$ cat src/rtl/multdiv_pkg.sv
// Shared decode constants and enums for the multi-cycle multiply/divide unit.
package multdiv_pkg;

    localparam logic [4:0] OPC_RTYPE = 5'd0;
    localparam logic [4:0] ALU_MULT  = 5'b00110;
    localparam logic [4:0] ALU_DIV   = 5'b00111;

    typedef enum logic [1:0] {
        IDLE,
        BUSY,
        DONE
    } md_state_e;

    typedef enum logic {
        MD_MULT,
        MD_DIV
    } md_op_e;

endpackage

$ cat src/rtl/multdiv_iter_engine.sv
// Iterative signed multiply / restoring divide datapath on operand magnitudes,
// resolving BITS_PER_CYCLE result bits per clock once loaded.
module multdiv_iter_engine
    import multdiv_pkg::*;
#(
    parameter int unsigned WIDTH          = 32,
    parameter int unsigned BITS_PER_CYCLE = 1
) (
    input  logic             clock,
    input  logic             reset,
    input  logic             load,
    input  md_op_e           op,
    input  logic [WIDTH-1:0] a,
    input  logic [WIDTH-1:0] b,
    output logic [WIDTH-1:0] result,
    output logic             overflow,
    output logic             last
);

    localparam int unsigned LAT = WIDTH / BITS_PER_CYCLE;
    localparam int unsigned CW  = $clog2(LAT + 1);

    md_op_e             op_q, op_d;
    logic               neg_q, neg_d;
    logic [2*WIDTH-1:0] acc_q, acc_d;
    logic [2*WIDTH-1:0] mcand_q, mcand_d;
    logic [WIDTH-1:0]   mplier_q, mplier_d;
    logic [WIDTH-1:0]   rem_q, rem_d;
    logic [WIDTH-1:0]   quo_q, quo_d;
    logic [WIDTH-1:0]   divisor_q, divisor_d;
    logic [CW-1:0]      cnt_q, cnt_d;

    logic [WIDTH-1:0]   a_mag, b_mag;
    logic [2*WIDTH-1:0] prod;
    logic [WIDTH-1:0]   quot;
    logic [WIDTH:0]     prod_top;

    assign a_mag = a[WIDTH-1] ? -a : a;
    assign b_mag = b[WIDTH-1] ? -b : b;

    always_comb begin
        op_d      = op_q;
        neg_d     = neg_q;
        acc_d     = acc_q;
        mcand_d   = mcand_q;
        mplier_d  = mplier_q;
        rem_d     = rem_q;
        quo_d     = quo_q;
        divisor_d = divisor_q;
        cnt_d     = cnt_q;
        if (load) begin
            op_d      = op;
            neg_d     = a[WIDTH-1] ^ b[WIDTH-1];
            acc_d     = '0;
            mcand_d   = {{WIDTH{1'b0}}, a_mag};
            mplier_d  = b_mag;
            rem_d     = '0;
            quo_d     = a_mag;
            divisor_d = b_mag;
            cnt_d     = CW'(LAT);
        end else if (cnt_q != '0) begin
            for (int unsigned i = 0; i < BITS_PER_CYCLE; i++) begin
                if (op_q == MD_MULT) begin
                    if (mplier_d[0]) acc_d = acc_d + mcand_d;
                    mcand_d  = mcand_d << 1;
                    mplier_d = mplier_d >> 1;
                end else begin
                    // Partial remainder stays below the divisor, so its MSB is free to shift.
                    {rem_d, quo_d} = {rem_d, quo_d} << 1;
                    if (rem_d >= divisor_q) begin
                        rem_d    = rem_d - divisor_q;
                        quo_d[0] = 1'b1;
                    end
                end
            end
            cnt_d = cnt_q - 1'b1;
        end
    end

    always_ff @(posedge clock) begin
        if (reset) begin
            op_q      <= MD_MULT;
            neg_q     <= 1'b0;
            acc_q     <= '0;
            mcand_q   <= '0;
            mplier_q  <= '0;
            rem_q     <= '0;
            quo_q     <= '0;
            divisor_q <= '0;
            cnt_q     <= '0;
        end else begin
            op_q      <= op_d;
            neg_q     <= neg_d;
            acc_q     <= acc_d;
            mcand_q   <= mcand_d;
            mplier_q  <= mplier_d;
            rem_q     <= rem_d;
            quo_q     <= quo_d;
            divisor_q <= divisor_d;
            cnt_q     <= cnt_d;
        end
    end

    assign prod     = neg_q ? -acc_q : acc_q;
    assign quot     = neg_q ? -quo_q : quo_q;
    assign prod_top = prod[2*WIDTH-1:WIDTH-1];
    assign last     = (cnt_q == CW'(1));

    // A positive quotient with the MSB set only arises from MIN / -1.
    always_comb begin
        if (op_q == MD_MULT) begin
            result   = prod[WIDTH-1:0];
            overflow = ~((&prod_top) | ~(|prod_top));
        end else begin
            result   = quot;
            overflow = ~neg_q & quo_q[WIDTH-1];
        end
    end

endmodule

$ cat src/rtl/multdiv_seq_ctrl.sv
// Execute-stage mult/div controller: decode, operand capture, pipeline stall,
// flush cancel, divide-by-zero early out and exception qualification.
module multdiv_seq_ctrl
    import multdiv_pkg::*;
#(
    parameter int unsigned WIDTH          = 32,
    parameter int unsigned BITS_PER_CYCLE = 1
) (
    input  logic             clock,
    input  logic             reset,
    input  logic [31:0]      instr,
    input  logic             instr_valid,
    input  logic             flush,
    input  logic [WIDTH-1:0] operand_a,
    input  logic [WIDTH-1:0] operand_b,
    output logic             is_multdiv,
    output logic             stall,
    output logic             busy,
    output logic             result_valid,
    output logic [WIDTH-1:0] result,
    output logic [4:0]       result_rd,
    output logic             exception_mult,
    output logic             exception_div
);

    md_state_e        state_q, state_d;
    md_op_e           op_dec, op_q;
    logic             start, div0, eng_load;
    logic [4:0]       rd_q;
    logic             div0_q;
    logic [WIDTH-1:0] eng_result;
    logic             eng_overflow, eng_last;

    logic [WIDTH-1:0] done_result;
    logic             done_exc_mult, done_exc_div;
    logic [WIDTH-1:0] result_hold_q;
    logic [4:0]       rd_hold_q;
    logic             exc_mult_hold_q, exc_div_hold_q;

    logic unused_instr;
    assign unused_instr = ^{instr[21:7], instr[1:0]};

    assign is_multdiv = instr_valid && (instr[31:27] == OPC_RTYPE) &&
                        ((instr[6:2] == ALU_MULT) || (instr[6:2] == ALU_DIV));
    assign op_dec     = (instr[6:2] == ALU_DIV) ? MD_DIV : MD_MULT;
    assign start      = is_multdiv && !flush && (state_q == IDLE);
    assign div0       = (op_dec == MD_DIV) && (operand_b == '0);
    assign eng_load   = start && !div0;

    multdiv_iter_engine #(
        .WIDTH         (WIDTH),
        .BITS_PER_CYCLE(BITS_PER_CYCLE)
    ) u_engine (
        .clock   (clock),
        .reset   (reset),
        .load    (eng_load),
        .op      (op_dec),
        .a       (operand_a),
        .b       (operand_b),
        .result  (eng_result),
        .overflow(eng_overflow),
        .last    (eng_last)
    );

    always_comb begin
        state_d = state_q;
        unique case (state_q)
            IDLE:    if (start) state_d = div0 ? DONE : BUSY;
            BUSY: begin
                if (flush)         state_d = IDLE;
                else if (eng_last) state_d = DONE;
            end
            DONE:    state_d = IDLE;
            default: state_d = IDLE;
        endcase
    end

    always_ff @(posedge clock) begin
        if (reset) begin
            state_q         <= IDLE;
            op_q            <= MD_MULT;
            rd_q            <= '0;
            div0_q          <= 1'b0;
            result_hold_q   <= '0;
            rd_hold_q       <= '0;
            exc_mult_hold_q <= 1'b0;
            exc_div_hold_q  <= 1'b0;
        end else begin
            state_q <= state_d;
            if (start) begin
                op_q   <= op_dec;
                rd_q   <= instr[26:22];
                div0_q <= div0;
            end
            if (state_q == DONE) begin
                result_hold_q   <= done_result;
                rd_hold_q       <= rd_q;
                exc_mult_hold_q <= done_exc_mult;
                exc_div_hold_q  <= done_exc_div;
            end
        end
    end

    // The engine is never loaded for a zero divisor, so its result is ignored then.
    assign done_result   = div0_q ? '0 : eng_result;
    assign done_exc_mult = (op_q == MD_MULT) && eng_overflow;
    assign done_exc_div  = (op_q == MD_DIV) && (div0_q || eng_overflow);

    assign stall          = ((state_q == IDLE) && start) || ((state_q == BUSY) && !flush);
    assign busy           = (state_q == BUSY);
    assign result_valid   = (state_q == DONE);
    assign result         = result_valid ? done_result   : result_hold_q;
    assign result_rd      = result_valid ? rd_q          : rd_hold_q;
    assign exception_mult = result_valid ? done_exc_mult : exc_mult_hold_q;
    assign exception_div  = result_valid ? done_exc_div  : exc_div_hold_q;

endmodule

$ cat config.mk
export PLATFORM = sky130hd
export DESIGN_NAME = multdiv_seq_ctrl
export DESIGN_NICKNAME = d
export VERILOG_FILES = /design/src/rtl/multdiv_pkg.sv /design/src/rtl/multdiv_iter_engine.sv /design/src/rtl/multdiv_seq_ctrl.sv
export SDC_FILE = /design/constraint.sdc
export NUM_CORES = 1
export LEC_CHECK = 0
export BUFFER_PORTS_ARGS = -buffer_cell sky130_fd_sc_hd__buf_2
export CAP_MARGIN = 20
export CORE_MARGIN = 4
export CORE_UTILIZATION = 45
export DETAILED_ROUTE_END_ITERATION = 8
export SYNTH_ARGS = -nofsm -noshare
export SYNTH_HDL_FRONTEND = slang
export SYNTH_SLANG_ARGS = --single-unit
$ cat constraint.sdc
create_clock -name clock -period 5.95 [get_ports clock]
set_input_delay 0.595 -clock clock [delete_from_list [all_inputs] [get_ports clock]]
set_output_delay 0.595 -clock clock [all_outputs]
set_load 0.01 [all_outputs]
==> out/qor.yml <==
outcome: "completed"
grt_use_met3_pct: 5.52
netlist_instances: 2834
busiest_layer: "met2"
diodes: 0
max_stage_delay_ns: 0.62
grt_pass1_wl_mm: 105
start_kind: "register"
synth_fa_ha_area_share_pct: 6.17
synth-edff-count: 0
utilization_pct: 50.6
use_met1_pct: 37.0
n_fill_cell: 4652
htree_num_levels: 2
fp.dieH_um: 226
critPathMaxFanout: 8
ys_async_sr_fraction_pct: 0
clock_skew_ns: 0.0145
ys_seq_area_share_pct: 29.2
die_area_um2: 50900
grt_pass1_vias: 19006
hold_class: "primary input to register"
synthSimpleGateAreaFrac_pct: 22.1
core_area_um2: 46700
root_buffer: "clkbuf_16"
timing.critical_path.buf_inv: 3
floorplan.initialDensity_pct: 45.7
ys_ff_latch: 311
fp.dieW_um: 226
drc: 0
ys.flop_type: "dfxtp_1"
synthMuxAreaShare_pct: 3.49
io_pins: 143
synth.avg_cell_area_um2: 7.53
worstPathRequired_ns: 5.36
setup_tns_ns: 0
via_count: 20582
critPathSlowestCell: "or4_1"
final_nets: 3046
drv_slew: 0
netlist-cell-type-count: 80
fmaxAchievable_mhz: 178
clockBufferDepth: 3
place.gp.congestion: 0.908
path_delay_family: "simple AND/OR/NAND/NOR gates"
ir_drop_mv: 0.216
crit_chain: "or4_1, nor4_2, buf_4, nand4_1, buf_4, or2_1, nor3_1, xor2_1, or3_1, a2111oi_0, nand4_1, nor4_1, a211o_1, a31oi_1, buf_2"
maxCapViolCount: 0
fin_area_um2: 23600
ctsHoldBuffers: 0
yosys_warnings: 0
ant_nets: 0
arrival_ns: 5.03
use_met2_pct: 37.5
tightest_slew_ns: 1.14
clk_pin_slew_ns: 0.06
syn_nets: 3038
drive_gt1_share_pct: 9.10
dp_hpwl_mm: 48.8
clk_latency_ns: 0.57
hold_viol_final: 0
rsz0062_at_grt: "no"
overflow: 0
cts_tree: "done"
setup_viol: 0
wire_per_inst_um: 19.1
dr.pass1.iters: 5
power_density_nw_per_um2: 225
synth_area_um2: 21300
slew_headroom_pct: 23.8
drtIter0Drc: 1535
wl_mm: 66.5
period_share_pct: 94.5
track_usage_pct: 25.3
io_buffer_count: 125
area_delta_synth_final_pct: 10.6
synth_compound_area_share_pct: 26.6
synth-xor-area-share_pct: 7.76
antenna_found_initial: 0
p_leak_nw: 9.94
cp-end-kind: "primary output"
numCtsBuffers: 38
min_period_ns: 5.62
dpl-instance-area_um2: 22300
grt_max_degree: 77
rows: 79
clock_sinks: 311
crit_type: "register to primary output"
synth_top_family_by_area: "compound AO/OA/AOI/OAI gates"
routed_via_density: 5.92
## cells by family (layout without fill, tap and decap cells)
group                      after synthesis  count (layout)
xor gates and xnor gates               189             189
buffers and inverters                  263             298
AOI/OAI and AO/OA                      893             893
DFF                                    311             311
muxes                                   73              73
adders and majority gates              104             104
and+or+nand+nor                       1001            1001
## registers in the layout, summed over array words and instances, names as in the netlist, 2 cells and up
name	cells
u_engine.cnt_q	6
u_engine.mcand_q	64
state_q	2
u_engine.quo_q	32
u_engine.rem_q	31
u_engine.divisor_q	32
result_hold_q	32
u_engine.acc_q	64
rd_q	5
u_engine.mplier_q	32
rd_hold_q	5
## per-stage QoR
step	hold WS (ns)	power, mW	worst slack, ns	cells
3_5_place_dp	0.451	2.99	0.824	3407
2_1_floorplan	0.432	2.73	1.91	2834
6_report	0.220	5.31	0.327	3476
3_3_place_gp	0.442	2.98	0.782	3407
4_1_cts	0.194	5.35	0.187	3474
5_1_grt	0.228	5.51	0.0341	3476
## final cells by class
type | instances | area, µm² | area share, %
clock inverter | 18 | 171 | 0.727
sequential | 311 | 6230 | 26.4
tap | 607 | 759 | 3.22
multi-input combinational | 2260 | 14200 | 60.2
timing repair buffer | 154 | 868 | 3.68
inverter | 77 | 289 | 1.23
clock buffer | 49 | 1070 | 4.55
## worst reg2reg max path, cell delays in order (launching register included)
cell	delay, ns
dfxtp_1	0.46
ha_1	0.35
and3_1	0.25
a221o_1	0.30
a21o_1	0.19
a211oi_1	0.69
a311oi_1	0.19
buf_4	0.20
a21oi_1	0.43
o211ai_1	0.16
a211oi_1	0.54
o21ai_0	0.23
xor2_1	0.16
nand2_1	0.07
a21oi_1	0.18
## synthesized netlist by cell type, drive strengths merged, types with 5 or more instances
cell | number | area (µm²)
a21o | 80 | 601
buf | 24 | 93.8
dfxtp | 311 | 6230
o21a | 11 | 82.6
and3 | 18 | 113
a21oi | 296 | 1480
and4 | 6 | 52.6
nor2 | 187 | 702
o21ai | 145 | 729
clkbuf | 162 | 608
nand2 | 434 | 1630
nand3b | 5 | 37.5
or3 | 37 | 231
a211oi | 41 | 308
nand4 | 28 | 175
nor3 | 63 | 325
o21bai | 29 | 218
a31o | 6 | 52.6
nor3b | 8 | 60.1
ha | 102 | 1280
nor4 | 26 | 184
xnor2 | 79 | 692
nand2b | 32 | 200
o2111ai | 6 | 52.6
mux2i | 71 | 711
nand3 | 46 | 230
o211ai | 11 | 82.6
or4 | 28 | 221
a311oi | 6 | 52.6
or2 | 12 | 77.6
nor2b | 49 | 307
a211o | 8 | 70.1
o31ai | 38 | 290
and2 | 8 | 50.1
xor2 | 110 | 963
o41ai | 19 | 166
inv | 76 | 285
a31oi | 64 | 400
a22o | 15 | 131
a2111oi | 5 | 43.8
a21boi | 76 | 571
nand4b | 6 | 52.6
## final timing paths
| path | endpoint | cells past startpoint | start | slack [ns] |
|---|---|---|---|---|
| setup / recovery | exception_mult | 15 | u_engine.acc_q[6] | 0.33 |
| hold / removal | state_q[1] | 2 | flush | 0.22 |
| setup reg to reg | u_engine.acc_q[62] | 14 | u_engine.acc_q[10] | 1.46 |
| hold reg to reg | u_engine.divisor_q[26] | 2 | u_engine.divisor_q[26] | 0.46 |
## layout by cell type (no fill, tap or decap), types with 15 or more instances in the layout
cell type,count
nand2_1,430
dfxtp_1,309
a21oi_1,295
nor2_1,185
o21ai_0,132
buf_2,124
xor2_1,110
ha_1,102
a21o_1,80
xnor2_1,79
inv_1,76
a21boi_0,73
mux2i_1,71
a31oi_1,64
nor3_1,61
nor2b_1,49
nand3_1,46
a211oi_1,41
clkbuf_16,39
or3_1,37
o31ai_1,37
nand2b_1,29
o21bai_1,29
nand4_1,28
buf_4,27
or4_1,25
nor4_1,22
o41ai_1,19
and3_1,18
a22o_1,15
## routing by layer
layer	up-vias	wire, µm
met3	92	4850
met4	0	1580
met1	9752	32200
li1	10160	-
met5	-	0
met2	578	27800
## power breakdown
part	switching [mW]	internal, mW	total (mW)	leakage, nW
logic	0.594	0.246	0.840	6.83
registers	0.0256	2.10	2.13	2.51
clock network	0.973	1.37	2.34	0.605
## what timing repair did
action | 4_1_cts | 5_1_grt
resized for setup | 0 | 3
endpoints found under the setup margin | 0 | 2
buffers inserted | 0 | 0
Power figures use the tool's default switching activity.
